<file path="config.mk">
export PLATFORM = sky130hd
export DESIGN_NAME = mdu_sequencer
export DESIGN_NICKNAME = d
export VERILOG_FILES = /design/src/rtl/mdu_pkg.sv /design/src/rtl/mdu_sequencer_reg_decoder.sv /design/src/rtl/mdu_sequencer.sv
export SDC_FILE = /design/constraint.sdc
export NUM_CORES = 1
export LEC_CHECK = 0
export CAP_MARGIN = 20
export CORE_MARGIN = 5
export CORE_UTILIZATION = 34
export CTS_BUF_LIST = sky130_fd_sc_hd__clkbuf_16
export DETAILED_ROUTE_END_ITERATION = 6
export PLACE_DENSITY = 0.84
export SETUP_SLACK_MARGIN = 0.5
export SLEW_MARGIN = 20
export SYNTH_ARGS = -nofsm -noshare
export SYNTH_HDL_FRONTEND = slang
export SYNTH_HIERARCHICAL = 1
export SYNTH_SLANG_ARGS = --single-unit
export TNS_END_PERCENT = 20
</file>
<file path="constraint.sdc">
create_clock -name clock -period 3.91 [get_ports clock]
set_input_delay 0.782 -clock clock [delete_from_list [all_inputs] [get_ports clock]]
set_output_delay 0.782 -clock clock [all_outputs]
set_load 0.1 [all_outputs]
</file>
<file path="src/rtl/mdu_pkg.sv">
// Shared definitions for the MUL/DIV instruction sequencer: state encoding,
// ALU opcodes and IR field positions.
package mdu_pkg;

  typedef enum logic [3:0] {
    S_IDLE = 4'd0,
    S_T0   = 4'd1,
    S_T1   = 4'd2,
    S_T2   = 4'd3,
    S_T3   = 4'd4,
    S_T4   = 4'd5,
    S_T5   = 4'd6,
    S_T6   = 4'd7,
    S_DONE = 4'd8,
    S_ERR  = 4'd9
  } state_e;

  localparam logic [4:0] ALU_MUL = 5'b01001;
  localparam logic [4:0] ALU_DIV = 5'b01010;

  localparam int OP_MSB = 31;
  localparam int OP_LSB = 27;
  localparam int RA_MSB = 26;
  localparam int RA_LSB = 23;
  localparam int RB_MSB = 22;
  localparam int RB_LSB = 19;

  function automatic logic is_mdu_op(input logic [4:0] op);
    return (op == ALU_MUL) || (op == ALU_DIV);
  endfunction

endpackage

</file>
<file path="src/rtl/mdu_sequencer_reg_decoder.sv">
// 4-bit register index plus enable to a 16-bit one-hot register drive enable.
module reg_decoder_4to16 (
  input  logic [3:0]  idx_i,
  input  logic        en_i,
  output logic [15:0] onehot_o
);

  always_comb begin
    onehot_o = '0;
    if (en_i) onehot_o[idx_i] = 1'b1;
  end

endmodule

</file>
<file path="src/rtl/mdu_sequencer.sv">
// Moore sequencer for one instruction fetch followed by a MUL/DIV execute;
// every strobe is decoded from the registered state (and IR in T3).
module mdu_sequencer
  import mdu_pkg::*;
(
  input  logic        clock,
  input  logic        clear,
  input  logic        start,
  input  logic        mem_ready,
  input  logic [31:0] ir,
  output logic        busy,
  output logic        done,
  output logic        illegal,
  output logic [15:0] Rout,
  output logic        PCout,
  output logic        MARin,
  output logic        IncPC,
  output logic        Zin,
  output logic        Zlowout,
  output logic        Zhighout,
  output logic        PCin,
  output logic        Read,
  output logic        MDRin,
  output logic        MDRout,
  output logic        IRin,
  output logic        Yin,
  output logic        LOin,
  output logic        HIin,
  output logic [4:0]  ALU_Control
);

  state_e     state_q, state_d;
  logic [4:0] op_q, op_d;
  logic [3:0] ra_q, ra_d;
  logic [3:0] rb_q, rb_d;

  logic [4:0] ir_op;
  logic [3:0] ir_ra;
  logic [3:0] ir_rb;
  logic       ir_legal;

  assign ir_op    = ir[OP_MSB:OP_LSB];
  assign ir_ra    = ir[RA_MSB:RA_LSB];
  assign ir_rb    = ir[RB_MSB:RB_LSB];
  assign ir_legal = is_mdu_op(ir_op);

  // Low IR bits carry no meaning here; ra is latched for observability only.
  logic unused_bits;
  assign unused_bits = ^{ir[RB_LSB-1:0], ra_q};

  always_comb begin
    state_d = state_q;
    op_d    = op_q;
    ra_d    = ra_q;
    rb_d    = rb_q;
    case (state_q)
      S_IDLE: if (start) state_d = S_T0;
      S_T0:   state_d = S_T1;
      S_T1:   if (mem_ready) state_d = S_T2;
      S_T2:   state_d = S_T3;
      S_T3: begin
        if (ir_legal) begin
          state_d = S_T4;
          op_d    = ir_op;
          ra_d    = ir_ra;
          rb_d    = ir_rb;
        end else begin
          state_d = S_ERR;
        end
      end
      S_T4:   state_d = S_T5;
      S_T5:   state_d = S_T6;
      S_T6:   state_d = S_DONE;
      S_DONE: state_d = S_IDLE;
      S_ERR:  state_d = S_IDLE;
      default: state_d = S_IDLE;
    endcase
  end

  always_ff @(posedge clock or negedge clear) begin
    if (!clear) begin
      state_q <= S_IDLE;
      op_q    <= '0;
      ra_q    <= '0;
      rb_q    <= '0;
    end else begin
      state_q <= state_d;
      op_q    <= op_d;
      ra_q    <= ra_d;
      rb_q    <= rb_d;
    end
  end

  // T3 selects ra straight from IR (latching happens at the end of T3);
  // T4 uses the latched rb so IR may change after the fetch completes.
  logic [3:0] rsel;
  logic       rsel_en;

  assign rsel    = (state_q == S_T3) ? ir_ra : rb_q;
  assign rsel_en = ((state_q == S_T3) && ir_legal) || (state_q == S_T4);

  reg_decoder_4to16 u_rdec (
    .idx_i    (rsel),
    .en_i     (rsel_en),
    .onehot_o (Rout)
  );

  always_comb begin
    busy        = (state_q != S_IDLE);
    done        = 1'b0;
    illegal     = 1'b0;
    PCout       = 1'b0;
    MARin       = 1'b0;
    IncPC       = 1'b0;
    Zin         = 1'b0;
    Zlowout     = 1'b0;
    Zhighout    = 1'b0;
    PCin        = 1'b0;
    Read        = 1'b0;
    MDRin       = 1'b0;
    MDRout      = 1'b0;
    IRin        = 1'b0;
    Yin         = 1'b0;
    LOin        = 1'b0;
    HIin        = 1'b0;
    ALU_Control = '0;
    case (state_q)
      S_T0: begin
        PCout = 1'b1;
        MARin = 1'b1;
        IncPC = 1'b1;
        Zin   = 1'b1;
      end
      // Held for the whole memory stall; rewriting PC from Z is harmless.
      S_T1: begin
        Zlowout = 1'b1;
        PCin    = 1'b1;
        Read    = 1'b1;
        MDRin   = 1'b1;
      end
      S_T2: begin
        MDRout = 1'b1;
        IRin   = 1'b1;
      end
      S_T3: Yin = ir_legal;
      S_T4: begin
        Zin         = 1'b1;
        ALU_Control = op_q;
      end
      S_T5: begin
        Zlowout = 1'b1;
        LOin    = 1'b1;
      end
      S_T6: begin
        Zhighout = 1'b1;
        HIin     = 1'b1;
      end
      S_DONE: done    = 1'b1;
      S_ERR:  illegal = 1'b1;
      default: ;
    endcase
  end

endmodule

</file>
* Word level (Yosys, flattened, before mapping) *
Cells that the tools add are included.

word-level totals
  bits in registers = 13
  word-level logic and storage cells = 47

operators by class
  $lt $le $gt $ge = 2
  equal/unequal tests = 13
  mux-type cells = 19
  reduce and logical (&&, ||, !) cells = 10

operator list
  cell                                                                                 count
  4-bit case mux with 8 select lines                                                   1
  4-bit by 3-bit == test with 1-bit output, second input constant                      4
  16-bit two-way mux                                                                   1
  4-bit two-way mux                                                                    4
  1-bit two-way mux                                                                    11
  5-bit by 4-bit == test with 1-bit output, second input constant                      2
  4-bit by 2-bit == test with 1-bit output, second input constant                      2
  4-bit == test, second input constant                                                 2
  4-bit by 5-bit < comparator with 1-bit output, second input constant                 1
  5-bit two-way mux                                                                    1
  1-bit demux with 4-bit select                                                        1
  4-bit by 1-bit == test with 1-bit output, second input constant                      1
  4-bit by 1-bit greater-or-equal comparator with 1-bit output, second input constant  1
  4-bit zero test                                                                      1
  2-bit != test, second input constant                                                 2
  2-bit AND reduction                                                                  2
  4-bit nonzero test                                                                   1
  2-bit OR reduction                                                                   2
  1-bit logical AND                                                                    2
  1-bit logical OR                                                                     2

* Longest topological paths before layout *
Gate-level depths: netlist (run 1).

  depth after elaboration = 7
  mapped depth = 7

* Hierarchy *
The synthesis (run 1) kept the hierarchy.

by module, submodules not included
  module             instances  cells each  area an instance (um^2)  sequential area each (um^2)
  mdu_sequencer      1          71          772.0                    325.3
  reg_decoder_4to16  1          23          117.6                    0.0

* Worst setup path after synthesis (run 1) *
Ideal clock, no wire load.

  path type = input to output
  start point = input ir[29]
  end point = output Rout[12]
  arrival time = 3.719 ns
  data required time = 3.128 ns
  setup slack = -0.591 ns
  cell stages on the path = 6
  buffers on the path = 1
  path through = nor3b_1 nand3_2 buf_6 o21ai_0 nand3_1 nor3_1

between the ends
  longest elaborated chain between the ends = 5
  elaborated cells on any way between the ends = 6
  those cells by class = eq/ne: 2; mux: 1; reduce/logical: 3

RTL lines
  what                                      line                             source
  from (decl)                               mdu_sequencer.sv:10              input logic [31:0] ir,
  5-bit by 4-bit == test with 1-bit output  mdu_pkg.sv:29                    return (op == ALU_MUL) || (op == ALU_DIV);
  1-bit logical OR (*)                      mdu_pkg.sv:29
  1-bit logical AND (*)                     mdu_sequencer.sv:100             assign rsel_en = ((state_q == S_T3) && ir_legal) || (state_q == S_T4);
  1-bit logical OR (*)                      mdu_sequencer.sv:100
  named net rsel_en                         mdu_sequencer.sv:97              logic rsel_en;
  16-bit two-way mux (*)                    mdu_sequencer_reg_decoder.sv:10  if (en_i) onehot_o[idx_i] = 1'b1;
  to (decl)                                 mdu_sequencer.sv:14              output logic [15:0] Rout,

Mark *: on every way through the listed nets, which the timed path passes. The rest lies on a longest branch.

* Final worst setup path (run 1) *
  start point = input ir[31]
  end point = output Rout[0]

The elaborated chain is that of the path after synthesis.

==> results.json, run 1 <==
{
  "insertion_delay_ns": 0.24,
  "routed_via_density": 4.84,
  "vias": 852,
  "hpwlAfterDp_um": 2140,
  "final_core_util": 0.682,
  "crit_arrival_ns": 2.54,
  "finalWirelength_um": 2680,
  "layout_common_cells": "buf_4, buf_12, nor2_1, clkdlybuf4s50_1, dfrtp_1",
  "core-area_mm2": 0.00250,
  "wl_per_cell_um": 15.2,
  "top_layer": "met4",
  "place_congestion": 0.715,
  "cts-htree-levels": 1,
  "drcViolationCount": 0,
  "crit_path_end_kind": "output port",
  "cp_max_fo": 4,
  "initial_utilization": 0.356,
  "route.met2.wl_um": 1220,
  "drv_slew": 0,
  "finalCriticalPeriod_ns": 3.32,
  "yosys.cell_types.count": 29,
  "track_usage": 0.158,
  "leakage_nw": 0.781,
  "nNetsFinal": 183,
  "grt_pass1_vias": 907,
  "max_freq_mhz": 301,
  "reg2reg_slack_ns": 2.22,
  "status": "complete, no violations",
  "grt_antenna_before_repair": 0,
  "met3_length_um": 393,
  "syn_to_final_growth_pct": 91.7,
  "ys_seq_area_frac": 0.366,
  "drive_above_1_share": 0.466,
  "dieArea_mm2": 0.00374,
  "grt_max_degree": 14,
  "met1Wirelength_um": 1020,
  "syn_avg_cell_area_um2": 9.46,
  "diodes": 0,
  "first_pass_iters": 4,
  "final_common_cell": "buf_4",
  "rows": 18,
  "setup_tns_ns": 0,
  "finClkSkew_ns": 0.00357,
  "yosys_warnings": 6,
  "antenna_left": 0,
  "synth_area_um2": 890,
  "cp.required_ns": 3.13,
  "ir_drop_v": 0.000873,
  "die_x_um": 61.2,
  "rsz0062_at_grt": "no",
  "hold_viol_final": 0,
  "root_buffer": "clkbuf_16",
  "portBuffers": 54,
  "hold_path.class": "reg -> reg",
  "fp.dieH_um": 61.2,
  "tightest_slew_ns": 0.962,
  "setup_viol": 0,
  "ios": 74,
  "cts_made_buffers": 3,
  "tritoncts": "done",
  "clk_path_buf_depth": 2,
  "cap_violations": 0,
  "total_power_mw": 1.33,
  "drt_iter0_drc": 26,
  "overflow": 0,
  "period_share": 0.849,
  "holdBufCountCts": 0,
  "slew_headroom": 0.356,
  "path_clk_slew_ns": 0.04,
  "synth-seq-cells": 13,
  "path_class": "in -> out",
  "cts_sinks": 13,
  "p_per_area_mw_per_mm2": 781,
  "grt_pass1_wl_um": 4260,
  "syn_inst": 94,
  "start_kind": "input port",
  "syn_nets": 130
}
[routing by layer]
layer  GRT usage  vias up
met5           0        -
met2       0.242       41
li1            -      414
met3       0.105        6
met1       0.175      391
met4      0.0557        0
[through the flow]
step | hold slack [ns] | area (um^2) | instances | setup slack, ns
after floorplan | 0.425 | 922 | 94 | -0.240
final | 0.463 | 1710 | 176 | 0.591
after CTS | 0.465 | 1650 | 173 | 0.517
after detailed placement | 0.454 | 1560 | 169 | 0.366
after global routing | 0.487 | 1710 | 176 | 0.522
after global placement | 0.443 | 1560 | 169 | 0.406
[what timing repair did]
item,4_1_cts,5_1_grt
resized for setup,4,8
setup endpoints to repair,15,4
pin swaps,0,4
setup buffers,0,3
[final timing paths]
check,start,endpoint,cells after the start
max,ir[31],Rout[0],7
min,op_q[3]$_DFFE_PN0P_,op_q[3]$_DFFE_PN0P_,1
max reg2reg,state_q[3]$_DFFE_PN0P_,rb_q[1]$_DFFE_PN0P_,5
min reg2reg,op_q[3]$_DFFE_PN0P_,op_q[3]$_DFFE_PN0P_,1
max in group asynchronous,clear,rb_q[0]$_DFFE_PN0P_,1
min in group asynchronous,clear,state_q[1]$_DFFE_PN0P_,1
[synth_stat cells]
cell type / n / area [um^2]
nand3_2: 1 / 10.0
nand3b_1: 2 / 15.0
a211oi_1: 1 / 7.51
mux2_2: 5 / 56.3
o21ai_0: 1 / 5.00
xnor2_1: 1 / 8.76
nor4b_4: 1 / 23.8
a211o_1: 1 / 8.76
nor3_1: 8 / 40.0
xor2_1: 1 / 8.76
nor3b_1: 1 / 7.51
dfrtp_1: 13 / 325
clkbuf_1: 1 / 3.75
nor3_2: 1 / 10.0
buf_6: 1 / 11.3
or3b_4: 1 / 11.3
buf_2: 1 / 5.00
and3b_1: 1 / 8.76
inv_1: 1 / 3.75
or4_1: 1 / 7.51
a21oi_1: 2 / 10.0
mux2_4: 5 / 75.1
nor2_1: 18 / 67.6
nand2_1: 2 / 7.51
nand2b_1: 7 / 43.8
nand3_1: 1 / 5.00
and2_1: 7 / 43.8
nor2b_1: 1 / 6.26
buf_4: 7 / 52.6
[logic make-up (layout without fill, tap and decap cells)]
logic type | count (synthesis) | in the layout | synth area share
AOI/OAI and AO/OA | 5 | 5 | 0.0352
xor gates and xnor gates | 2 | 2 | 0.0197
buffers and inverters | 11 | 63 | 0.0858
DFF | 13 | 13 | 0.366
muxes | 10 | 10 | 0.148
and+or+nand+nor | 53 | 53 | 0.346
[critical path, cell delays in order]
cell             delay (ns)
clkdlybuf4s50_1        0.44
nor3b_4                0.23
nand3_2                0.13
o21ai_4                0.08
or3b_4                 0.45
nor3_4                 0.22
buf_12                 0.20
[final cells by class]
class / instances / area [um^2]
fillers: 180 / 795
repair buffers: 58 / 696
multi-input cells: 70 / 564
flip-flops and latches: 13 / 325
clock buffers: 3 / 75.1
well taps: 30 / 37.5
clock inverters: 1 / 3.75
inverters: 1 / 3.75
[sequential cells by signal, summed over array words and instances (netlist names)]
register and flops:
op_q 5, rb_q 4, state_q 4
[power by group]
group | leakage [nW] | total (mW) | internal (mW) | switching (mW)
logic | 0.563 | 0.908 | 0.226 | 0.682
clock network | 0.0423 | 0.191 | 0.135 | 0.0564
registers | 0.176 | 0.232 | 0.175 | 0.0576
Note: power is estimated with default switching activity, not from simulation.
==> run 2, diff against run 1 <==
--- a/config.mk
+++ b/config.mk
@@ -7,10 +7,10 @@
 export LEC_CHECK = 0
 export CAP_MARGIN = 20
 export CORE_MARGIN = 5
-export CORE_UTILIZATION = 34
+export CORE_UTILIZATION = 29
 export CTS_BUF_LIST = sky130_fd_sc_hd__clkbuf_16
 export DETAILED_ROUTE_END_ITERATION = 6
-export PLACE_DENSITY = 0.84
+export PLACE_DENSITY = 0.76
 export SETUP_SLACK_MARGIN = 0.5
 export SLEW_MARGIN = 20
 export SYNTH_ARGS = -nofsm -noshare
==> constraint.sdc (replaced) <==
create_clock -name clock -period 2.8 [get_ports clock]
set_input_delay 0.56 -clock clock [delete_from_list [all_inputs] [get_ports clock]]
set_output_delay 0.56 -clock clock [all_outputs]
set_load 0.1 [all_outputs]
==> run 2 against run 1 <==
  * The flow now finishes with violations (negative setup slack)
  * First-iteration DRC count decreased by 31%
  * Core utilization up 0.91 points
  * Global-route usage decreased by 0.40 points
==> results.json, run 2 (synthesis gave the netlist of run 1 again) <==
{
  "cp_max_fo": 4,
  "vias": 939,
  "crit_path_end_kind": "output port",
  "drive_above_1_share": 0.647,
  "grt_max_degree": 14,
  "first_pass_iters": 6,
  "cp_slowest_cell": "or3b_4",
  "hold_viol_final": 0,
  "worstHoldStart": "op_q[2]$_DFFE_PN0P_",
  "track_usage": 0.154,
  "grt_pass1_wl_um": 5010,
  "portBuffers": 54,
  "grt_pass1_vias": 1020,
  "tritoncts": "done",
  "finalCriticalPeriod_ns": 2.86,
  "drv_slew": 0,
  "rsz0062_at_grt": "yes",
  "layout_common_cells": "buf_4, buf_12, dfrtp_1, clkdlybuf4s50_1",
  "cts-htree-levels": 1,
  "dieArea_mm2": 0.00428,
  "root_buffer": "clkbuf_16",
  "place_congestion": 0.737,
  "fp.dieH_um": 65.4,
  "top_register": "op_q",
  "syn_to_final_growth_pct": 133,
  "critical_path_buf_inv_count": 3,
  "ir_drop_v": 0.000484,
  "tightest_slew_ns": 0.563,
  "hold_end": "op_q[2]$_DFFE_PN0P_",
  "overflow": 0,
  "max_freq_mhz": 350,
  "status": "finished, violations left",
  "largest_reg_flops": 5,
  "regArea_um2": 327,
  "worst_slack_ns": -0.0557,
  "slew_headroom": 0.624,
  "worstReg2RegEnd": "rb_q[3]$_DFFE_PN0P_",
  "initial_utilization": 0.296,
  "reg2regPathDepth": 6,
  "period_share": 1.02,
  "top_regs": "op_q x5, rb_q x4, state_q x4",
  "start_kind": "flop",
  "p_per_area_mw_per_mm2": 1020,
  "routed_via_density": 4.70,
  "path_clk_slew_ns": 0.05,
  "crit_arrival_ns": 2.30,
  "core-area_mm2": 0.00300,
  "die_x_um": 65.4,
  "hold_slack_ns": 0.475,
  "rows": 20,
  "fillers": 204,
  "nNetsFinal": 204,
  "r2r-start": "state_q[1]$_DFFE_PN0P_",
  "drt_iter0_drc": 18,
  "reg2reg_slack_ns": 1.14,
  "wl_per_cell_um": 15.2,
  "crit_chain": "nor4b_4 > buf_4 > mux2_4 > or3b_4 > buf_4 > nor2_4 > buf_12",
  "insertion_delay_ns": 0.24,
  "cap_violations": 0,
  "clk_path_buf_depth": 2,
  "path_class": "reg -> out",
  "cp.required_ns": 2.24,
  "setup_viol": 4,
  "drcViolationCount": 0,
  "ios": 74,
  "cts_made_buffers": 3,
  "diodes": 0,
  "hpwlAfterDp_um": 2270,
  "hold_depth": 1,
  "finalWirelength_um": 3040,
  "cpMostUsedCell": "buf_4",
  "final_common_cell": "buf_4",
  "grt_antenna_before_repair": 0,
  "cts_sinks": 13,
  "place_ws_ns": -0.211,
  "finClkSkew_ns": 0.00256,
  "holdBufCountCts": 0,
  "crit_family": "simple AND/OR/NAND/NOR gates",
  "antenna_left": 0,
  "violations": "negative setup slack",
  "hold_path.class": "reg -> reg",
  "multi_input_area_um2": 697,
  "slowest_delay_ns": 0.44,
  "leakage_nw": 0.909
}
[run 2: where the power goes]
group	switching [mW]	internal [mW]
Clock	0.0799	0.188
Combinational	1.10	0.466
Sequential	0.0396	0.246
[run 2: layout make-up]
| cell class | count | area share |
|---|---|---|
| Clock buffer | 3 | 0.0362 |
| Clock inverter | 1 | 0.00181 |
| Inverter | 1 | 0.00181 |
| Multi-Input combinational cell | 70 | 0.336 |
| Sequential cell | 13 | 0.157 |
| Tap cell | 33 | 0.0199 |
| Timing Repair Buffer | 79 | 0.447 |
[run 2: metrics by stage]
stage	TNS, ns	instance area (um^2)	instances	total power [mW]	utilization
6_report	-0.178	2080	200	2.12	0.691
5_1_grt	-0.998	2080	200	2.20	0.691
4_1_cts	-0.193	2020	196	2.09	0.671
3_5_place_dp	-1.09	1810	185	1.70	0.603
3_3_place_gp	-0.588	1810	185	1.68	0.603
2_1_floorplan	-2.18	1060	94	1.53	-
[run 2: worst max path at each step]
stage,from,end,depth (start not counted),slack (ns)
final,state_q[1]$_DFFE_PN0P_,Rout[1],7,-0.06
after CTS,state_q[0]$_DFFE_PN0P_,Rout[0],6,-0.08
after detailed placement,ir[30],Rout[0],8,-0.21
after global placement,ir[30],Rout[0],8,-0.13
after floorplan,state_q[0]$_DFFE_PN0P_,Rout[5],4,-0.21
after global routing,state_q[1]$_DFFE_PN0P_,Rout[1],7,-0.14
[run 2: what timing repair did]
action                     in CTS  in global routing
setup endpoints to repair      22                 25
pin swaps                      12                  5
gates resized for setup        24                  7
buffers inserted                7                  4
[run 2: layer usage]
layer,up-vias,track usage,wire length [um]
li1,458,-,-
met1,439,0.155,1090
met2,37,0.298,1690
met3,5,0.0342,202
met4,0,0.0622,55
met5,-,0,0
==> run 3, diff against run 2 <==
--- a/config.mk
+++ b/config.mk
@@ -6,11 +6,12 @@
 export NUM_CORES = 1
 export LEC_CHECK = 0
 export CAP_MARGIN = 20
-export CORE_MARGIN = 5
+export CORE_MARGIN = 2
 export CORE_UTILIZATION = 29
 export CTS_BUF_LIST = sky130_fd_sc_hd__clkbuf_16
 export DETAILED_ROUTE_END_ITERATION = 6
 export PLACE_DENSITY = 0.76
+export REMOVE_ABC_BUFFERS = 1
 export SETUP_SLACK_MARGIN = 0.5
 export SLEW_MARGIN = 20
 export SYNTH_ARGS = -nofsm -noshare
==> run 3 against run 2 <==
  * The run still ends with negative setup slack left
  * Critical path depth decreased by 1
  * Design area is 4.2% lower
  * Combinational power shrank 3%
  * Maximum frequency down 0.32%
  * Global-route usage grew 2.9 points
  * Largest power group unchanged
==> results.json, run 3 (synthesis gave the netlist of run 1 again) <==
{
  "p_int_mw": 0.893,
  "fp.dieH_um": 59.4,
  "finClkSkew_ns": 0.00275,
  "setup_viol": 6,
  "rows": 20,
  "worst_slack_ns": -0.0649,
  "violations": "negative setup slack",
  "drive_above_1_share": 0.621,
  "top_layer": "met4",
  "holdBufCountCts": 0,
  "drv_slew": 0,
  "path_clk_slew_ns": 0.05,
  "routed_via_density": 4.88,
  "start_kind": "flop",
  "grt_pass1_vias": 982,
  "nNetsFinal": 198,
  "largest_reg_flops": 5,
  "slowest_delay_ns": 0.46,
  "hold_viol_final": 0,
  "finalCriticalPeriod_ns": 2.86,
  "initial_utilization": 0.299,
  "diodes": 0,
  "ir_drop_v": 0.000470,
  "worstHoldStart": "op_q[3]$_DFFE_PN0P_",
  "cp-startpoint": "state_q[3]$_DFFE_PN0P_",
  "syn_to_final_growth_pct": 123,
  "max_freq_mhz": 349,
  "layout_common_cells": "buf_4, buf_12, dfrtp_1, clkdlybuf4s50_1, mux2_4",
  "vias": 946,
  "crit_arrival_ns": 2.30,
  "rsz0062_at_grt": "yes",
  "grt_antenna_before_repair": 0,
  "p_switching_mw": 1.19,
  "dieArea_mm2": 0.00353,
  "grt_max_degree": 14,
  "drt_iter0_drc": 41,
  "cp_slowest_cell": "or3b_4",
  "cts-htree-levels": 1,
  "root_buffer": "clkbuf_16",
  "tritoncts": "done",
  "final_core_util": 0.668,
  "drcViolationCount": 0,
  "cts_sinks": 13,
  "portBuffers": 54,
  "track_usage": 0.182,
  "place_congestion": 0.754,
  "cap_violations": 0,
  "top_regs": "op_q x5, rb_q x4, state_q x4",
  "p_comb_frac": 0.733,
  "setup_tns_ns": -0.204,
  "period_share": 1.02,
  "finalWirelength_um": 3170,
  "crit_path_end_kind": "output port",
  "ios": 74,
  "clk_path_buf_depth": 2,
  "cts_made_buffers": 3,
  "cp_max_fo": 4,
  "hold_path.class": "reg -> reg",
  "hpwlAfterDp_um": 2180,
  "final_common_cell": "buf_4",
  "r2r-start": "state_q[3]$_DFFE_PN0P_",
  "pwr-share-clk": 0.128,
  "core-area_mm2": 0.00298,
  "met3_length_um": 168,
  "cp.required_ns": 2.24,
  "first_pass_iters": 4,
  "switching_share": 0.572,
  "antenna_left": 0,
  "route.met2.wl_um": 1840,
  "wl_per_cell_um": 16.4,
  "grt_pass1_wl_um": 4750,
  "crit_chain": "nor4b_4 > buf_4 > mux2_4 > or3b_4 > nor3_4 > buf_12",
  "slew_headroom": 0.598,
  "p_per_area_mw_per_mm2": 1050,
  "leakage_nw": 0.879,
  "path_class": "reg -> out",
  "top_register": "op_q",
  "insertion_delay_ns": 0.24,
  "die_x_um": 59.4,
  "status": "finished, violations left",
  "tightest_slew_ns": 0.601,
  "overflow": 0,
  "pwr-share-seq": 0.139,
  "met1Wirelength_um": 1140
}
-- run 3: critical path: cells and delay by family, from the launching register on --
kind	cells	cell delay, ns
flops	1	0.40
buf+inv	2	0.37
simple gates	3	0.97
mux	1	0.31
-- run 3: what timing repair did --
action,4_1_cts,5_1_grt
buffers inserted,2,5
resized for setup,37,19
pin swaps,4,6
gates cloned,0,0
setup endpoints to repair,25,27
-- run 3: worst paths after layout --
check	end	slack [ns]	depth (start not counted)
max	Rout[0]	-0.06	6
min	op_q[3]$_DFFE_PN0P_	0.49	1
max reg2reg	rb_q[2]$_DFFE_PN0P_	1.12	5
min reg2reg	op_q[3]$_DFFE_PN0P_	0.49	1
max in group asynchronous	rb_q[2]$_DFFE_PN0P_	1.71	1
min in group asynchronous	rb_q[0]$_DFFE_PN0P_	0.70	1
-- run 3: metrics by stage --
stage	std cells	power (mW)	setup WS, ns	area (um^2)	hold slack (ns)
global placement	183	1.57	-0.261	1670	0.443
detailed placement	183	1.60	-0.307	1670	0.457
CTS	189	1.97	-0.0558	1870	0.488
floorplan	84	1.13	-4.42	817	0.264
finish	194	2.08	-0.0649	1990	0.485
global route	194	2.16	-0.163	1990	0.498
-- run 3: final cells by class --
| cell class | instances | area (um^2) |
|---|---|---|
| inverter | 1 | 3.75 |
| timing repair buffer | 73 | 901 |
| clock inverter | 1 | 5.00 |
| clock buffer | 3 | 75.1 |
| multi-input combinational | 70 | 637 |
| fill | 212 | 990 |
| sequential | 13 | 325 |
| tap | 33 | 41.3 |
-- run 3: routing by layer --
layer,track usage,up-vias
li1,-,443
met1,0.216,463
met2,0.325,38
met3,0.0611,2
met4,0.0260,0
met5,0,-
-- run 3: power by group through the flow --
stage | Combinational [mW] | Clock (mW) | Sequential, mW
finish | 1.53 | 0.266 | 0.290
global route | 1.59 | 0.284 | 0.294
CTS | 1.41 | 0.271 | 0.289
detailed placement | 1.31 | 0 | 0.289
global placement | 1.29 | 0 | 0.281
floorplan | 0.825 | 0 | 0.304
